--- src/rtl/polar_averager_pkg.sv ---
// Shared DSP definitions: polar beat field layout and phase scaling,
// common to the CORDIC stage and the polar averager.
package polar_averager_pkg;

  localparam int PHASE_W    = 16;
  localparam int RADIUS_W   = 16;
  localparam int PHASE_MSB  = 31;
  localparam int PHASE_LSB  = 16;
  localparam int RADIUS_MSB = 15;
  localparam int RADIUS_LSB = 0;

  // 2^16 phase units span one full turn (360 degrees).
  localparam int unsigned PHASE_FULL_SCALE = 32'd1 << PHASE_W;

endpackage

--- src/rtl/polar_averager.sv ---
// Averages blocks of 2^LOG2_N polar beats; phase is averaged as a signed
// offset from the block's first phase so that wrap-around at 0/360 is handled.
module polar_averager
  import polar_averager_pkg::*;
#(
  parameter int LOG2_N                 = 4,
  parameter int C_S00_AXIS_TDATA_WIDTH = 32,
  parameter int C_M00_AXIS_TDATA_WIDTH = 32
) (
  input  logic                              s00_axis_aclk,
  input  logic                              s00_axis_areset,
  input  logic                              s00_axis_tvalid,
  input  logic [C_S00_AXIS_TDATA_WIDTH-1:0] s00_axis_tdata,
  input  logic                              s00_axis_tlast,
  input  logic [3:0]                        s00_axis_tstrb,
  output logic                              s00_axis_tready,
  output logic                              m00_axis_tvalid,
  output logic [C_M00_AXIS_TDATA_WIDTH-1:0] m00_axis_tdata,
  output logic                              m00_axis_tlast,
  output logic [3:0]                        m00_axis_tstrb,
  input  logic                              m00_axis_tready,
  output logic                              frame_err
);

  localparam int CW = (LOG2_N > 0) ? LOG2_N : 1;
  localparam int AW = PHASE_W + LOG2_N;
  localparam logic [CW-1:0] LAST_CNT = CW'((1 << LOG2_N) - 1);

  // Handshake: s00_axis_tready drops only while a finished result is stalled
  // downstream; a beat is accepted in any cycle with tvalid && tready high.
  logic accept;
  assign s00_axis_tready = !(m00_axis_tvalid && !m00_axis_tready);
  assign accept          = s00_axis_tvalid && s00_axis_tready;
  assign m00_axis_tstrb  = 4'hF;

  logic [CW-1:0]         count;
  logic [AW-1:0]         rad_acc;
  logic signed [AW-1:0]  diff_acc;
  logic [PHASE_W-1:0]    ref_phase;

  logic [PHASE_W-1:0]    phase_in;
  logic [RADIUS_W-1:0]   radius_in;
  logic                  first_beat;
  logic                  last_beat;
  logic [PHASE_W-1:0]    ref_cur;
  logic signed [PHASE_W-1:0] diff_in;
  logic [AW-1:0]         rad_sum;
  logic signed [AW-1:0]  diff_sum;
  logic [AW-1:0]         rad_mean;
  logic signed [AW-1:0]  diff_mean;
  logic [PHASE_W-1:0]    out_phase;
  logic [RADIUS_W-1:0]   out_radius;

  assign phase_in   = s00_axis_tdata[PHASE_MSB:PHASE_LSB];
  assign radius_in  = s00_axis_tdata[RADIUS_MSB:RADIUS_LSB];
  assign first_beat = (count == '0);
  assign last_beat  = (count == LAST_CNT);

  // The first beat of a block is its own reference, so its offset is zero.
  assign ref_cur    = first_beat ? phase_in : ref_phase;
  assign diff_in    = phase_in - ref_cur;

  assign rad_sum    = rad_acc + AW'(radius_in);
  assign diff_sum   = diff_acc + AW'(diff_in);
  assign rad_mean   = rad_sum >> LOG2_N;
  assign diff_mean  = diff_sum >>> LOG2_N;
  assign out_radius = rad_mean[RADIUS_W-1:0];
  assign out_phase  = ref_cur + diff_mean[PHASE_W-1:0];

  logic unused_ok;
  assign unused_ok = ^{s00_axis_tstrb, rad_mean, diff_mean};

  always_ff @(posedge s00_axis_aclk) begin
    if (s00_axis_areset) begin
      count           <= '0;
      rad_acc         <= '0;
      diff_acc        <= '0;
      ref_phase       <= '0;
      m00_axis_tvalid <= 1'b0;
      m00_axis_tlast  <= 1'b0;
      m00_axis_tdata  <= '0;
      frame_err       <= 1'b0;
    end else begin
      if (m00_axis_tvalid && m00_axis_tready) begin
        m00_axis_tvalid <= 1'b0;
      end
      if (accept) begin
        if (last_beat) begin
          m00_axis_tdata  <= {out_phase, out_radius};
          m00_axis_tlast  <= s00_axis_tlast;
          m00_axis_tvalid <= 1'b1;
          count           <= '0;
          rad_acc         <= '0;
          diff_acc        <= '0;
        end else if (s00_axis_tlast) begin
          // Frame ended mid-block: drop the partial block.
          count     <= '0;
          rad_acc   <= '0;
          diff_acc  <= '0;
          frame_err <= 1'b1;
        end else begin
          count    <= count + CW'(1);
          rad_acc  <= rad_sum;
          diff_acc <= diff_sum;
          if (first_beat) begin
            ref_phase <= phase_in;
          end
        end
      end
    end
  end

endmodule

--- config.mk ---
export PLATFORM = sky130hd
export DESIGN_NAME = polar_averager
export DESIGN_NICKNAME = d
export VERILOG_FILES = /design/src/rtl/polar_averager_pkg.sv /design/src/rtl/polar_averager.sv
export SDC_FILE = /design/constraint.sdc
export NUM_CORES = 1
export LEC_CHECK = 0
export ABC_AREA = 0
export BUFFER_PORTS_ARGS = -buffer_cell sky130_fd_sc_hd__buf_2
export CAP_MARGIN = 5
export CELL_PAD_IN_SITES_DETAIL_PLACEMENT = 0
export CELL_PAD_IN_SITES_GLOBAL_PLACEMENT = 1
export CORE_MARGIN = 2
export CORE_UTILIZATION = 35
export DETAILED_ROUTE_END_ITERATION = 8
export PLACE_DENSITY_LB_ADDON = 0.1
export SLEW_MARGIN = 20
export SYNTH_ARGS = -nofsm -noshare
export SYNTH_HDL_FRONTEND = slang
export SYNTH_SLANG_ARGS = --single-unit
--- constraint.sdc ---
create_clock -name s00_axis_aclk -period 13.36 [get_ports s00_axis_aclk]
set_input_delay 2.672 -clock s00_axis_aclk [delete_from_list [all_inputs] [get_ports s00_axis_aclk]]
set_output_delay 2.672 -clock s00_axis_aclk [all_outputs]
set_load 0.01 [all_outputs]
==> results.md <==
- Post-layout min period: 9.13 ns
- Syn Inst Count: 860
- Netlist cell types: 72
- Global-route wire length before repair: 30.8 mm
- Routed wire length: 18.5 mm
- Max incr delay on CP: 0.50 ns
- First drt pass iteration count: 8
- Syn_area_per_cell: 7.86 um2
- Async SR Flop Fraction: 0
- CTS tree: built
- CP arrival: 9.42 ns
- List of most frequent post-synthesis cells: nand2_1 (110), dfxtp_1 (95), nor2_1 (89)
- Die width: 143 um
- Placed insts: 1156
- Sequential area share after synthesis: 0.281
- Overall power: 0.947 mW
- Area delta synth->final: 13.0%
- Hold violation total from the final report: 0
- Hold WC Path Type: flop to flop
- Clk Tree Root Cell: clkbuf_16
- Routed len/inst: 15.8 um
- Yosys top cell by area: dfxtp_1
- Antenna violations before repair: 0
- Vias per cell: 5.33
- Final setup margin: 4.23 ns
- Proportion of layout cells with a drive suffix above 1: 0.133
- PwrDens: 124 nW/um2
- Final setup fails: 0
- GPL Wtd Cong: 0.809
- Synth top area share: 0.281
- DPL Wire Length: 13.3 mm
- Reg-to-reg critical path endpoint: m00_axis_tdata[31]$_SDFFE_PP0P_
- Drt drc: 0
- Dpl ws: 3.89 ns
- Total Routing Usage GR: 0.189
- Skew final: 0.00896 ns
- Die height: 143 um
- Total grt overflow: 0
- Post-synth EDFFs: 0
- Top Ports: 81
- Clk_lat worst skew: 0.35 ns
- Fin area: 7630 um2
- CP Capture Point: m00_axis_tdata[31]$_SDFFE_PP0P_
- Worst Path Buf+Inv: 3
- Slew Limit Fails: 0
- Placed inst area: 7330 um2
- Critical path's top delay family: compound AO/OA/AOI/OAI gates
- Peak VDD IR: 0.0631 mV
- Core ar.: 18800 um2
- Crit Path Category: input port to flop
- Antenna-violating nets left: 0
- Synth top area cells: dfxtp_1 (28%), ha_1 (11%), nand2_1 (6.1%), a21oi_1 (5.9%), xnor2_1 (5.3%)
- Starting density of the core: 0.359
- CP Capture Type: flop
- Post-CTS Resized: 0
- Unrepaired setup endpoints after global routing: no
- Rel. slew slack: 0.491
- Total die area: 20400 um2
- Clock tree sinks: 95
- Ys flop type: dfxtp_1
- Post-Layout Cell Count: 1172
- Fillers: 1945
- Max-Cap Viols: 0
- Status: finished, final reports clean
- H-tree level count: 3
- Vias in the first global route: 6156
- Final Net Count: 1011
- CTS clk-pin slew, worst paths: 0.07 ns
- Worst setup path startpoint: s00_axis_tdata[16]
- Leak: 3.31 nW
- FF+latch area: 1900 um2
- Initial drt markers: 289
- Routed via count: 6242
- WP data required: 13.65 ns
- Period utilisation layout: 0.683
- Clock Tree Buf Depth: 2
- Largest net degree at the start of global routing: 64
- Worst path slowest cell: a221oi_1
- HP Start: m00_axis_tdata[29]$_SDFFE_PP0P_
- Syn. warnings: 0
- Register-to-Register Path Depth: 31
- CTS Buf Count: 9
- Diode count: 0
- Worst R2R Setup Slack: 5.92 ns
- TNS Setup: 0 ns
- Worst R2R Start: count[0]$_SDFFE_PP0P_
- Rows: 50
- CP Depth: 30
- Synthesized area: 6760 um2
- Area of the multi-input gates: 4550 um2
- Largest fanout on the critical path: 7
- Post-CTS Setup Inserts: 0
- CP startpoint kind: input port
- Buffers on Ports: 72
- Post-synthesis register bit count: 95
- Worst Hold Slack: 0.455 ns
- Least-Margin Pin Slew: 0.764 ns
- Hold-fix buffers, CTS: 0
- Final core occ: 0.405
- Top-count cell post-synth: nand2_1
- Max Fclk: 0.110 GHz
[metal layers]
| layer | routed length [um] | global-route usage | vias up |
|---|---|---|---|
| li1 | - | - | 3165 |
| met1 | 8670 | 0.241 | 2947 |
| met2 | 8830 | 0.323 | 107 |
| met3 | 710 | 0.0319 | 23 |
| met4 | 325 | 0.0625 | 0 |
| met5 | 0 | 0 | - |
[flip-flops by register name, summed over array words and instances (netlist names)]
signal,cells
m00_axis_tdata,32
diff_acc,20
rad_acc,20
ref_phase,16
count,4
frame_err,1
m00_axis_tlast,1
m00_axis_tvalid,1
[cell usage in the layout, fill, tap and decap left out, drive strengths merged, types with 8 or more instances in the layout]
cell,count
a211oi,23
a21o,19
a21oi,79
a22oi,30
a31oi,15
buf,78
clkbuf,9
dfxtp,95
ha,60
inv,42
mux2i,8
nand2,110
nand2b,10
nand3,25
nor2,90
nor2b,8
nor3,12
o211ai,8
o21ai,30
xnor2,41
xor2,20
[how the worst min path moves through the flow]
stage | to | slack [ns] | depth (start not counted)
after floorplan | ref_phase[0]$_SDFFE_PP0P_ | 0.44 | 2
after global placement | m00_axis_tdata[12]$_SDFFE_PP0P_ | 0.44 | 2
after detailed placement | m00_axis_tdata[27]$_SDFFE_PP0P_ | 0.44 | 2
after CTS | m00_axis_tdata[7]$_SDFFE_PP0P_ | 0.46 | 2
after global routing | m00_axis_tdata[6]$_SDFFE_PP0P_ | 0.47 | 2
final | m00_axis_tdata[29]$_SDFFE_PP0P_ | 0.45 | 2
[cells by family after synthesis]
family                     share of synthesized area
buffers and inverters                         0.0500
muxes                                         0.0152
other                                       0.000555
DFF                                            0.281
adders and majority gates                      0.125
xor gates and xnor gates                      0.0791
and+or+nand+nor                                0.184
AOI/OAI and AO/OA                              0.265
[where the power goes]
part / leakage, nW / switching (mW) / internal (mW)
combinational: 2.39 / 0.216 / 0.158
sequential: 0.771 / 0.00829 / 0.295
clock: 0.148 / 0.122 / 0.148
total: 3.31 / 0.347 / 0.601
[worst reg2reg max path: cells and delay by family (launching register included)]
family	cells	cell delay [ns]
and+or+nand+nor	5	0.97
DFF	1	0.37
xor gates and xnor gates	2	0.34
buffers and inverters	2	0.16
AOI/OAI and AO/OA	17	4.04
adders and majority gates	5	1.50
[cell type report]
type                            count  share of cell area
Timing Repair Buffer               78              0.0531
Clock buffer                        9              0.0295
Sequential cell                    95               0.249
Clock inverter                      7              0.0105
Tap cell                          260              0.0426
Multi-Input combinational cell    684               0.596
Inverter                           39              0.0192
(Power assumes the default switching activity.)
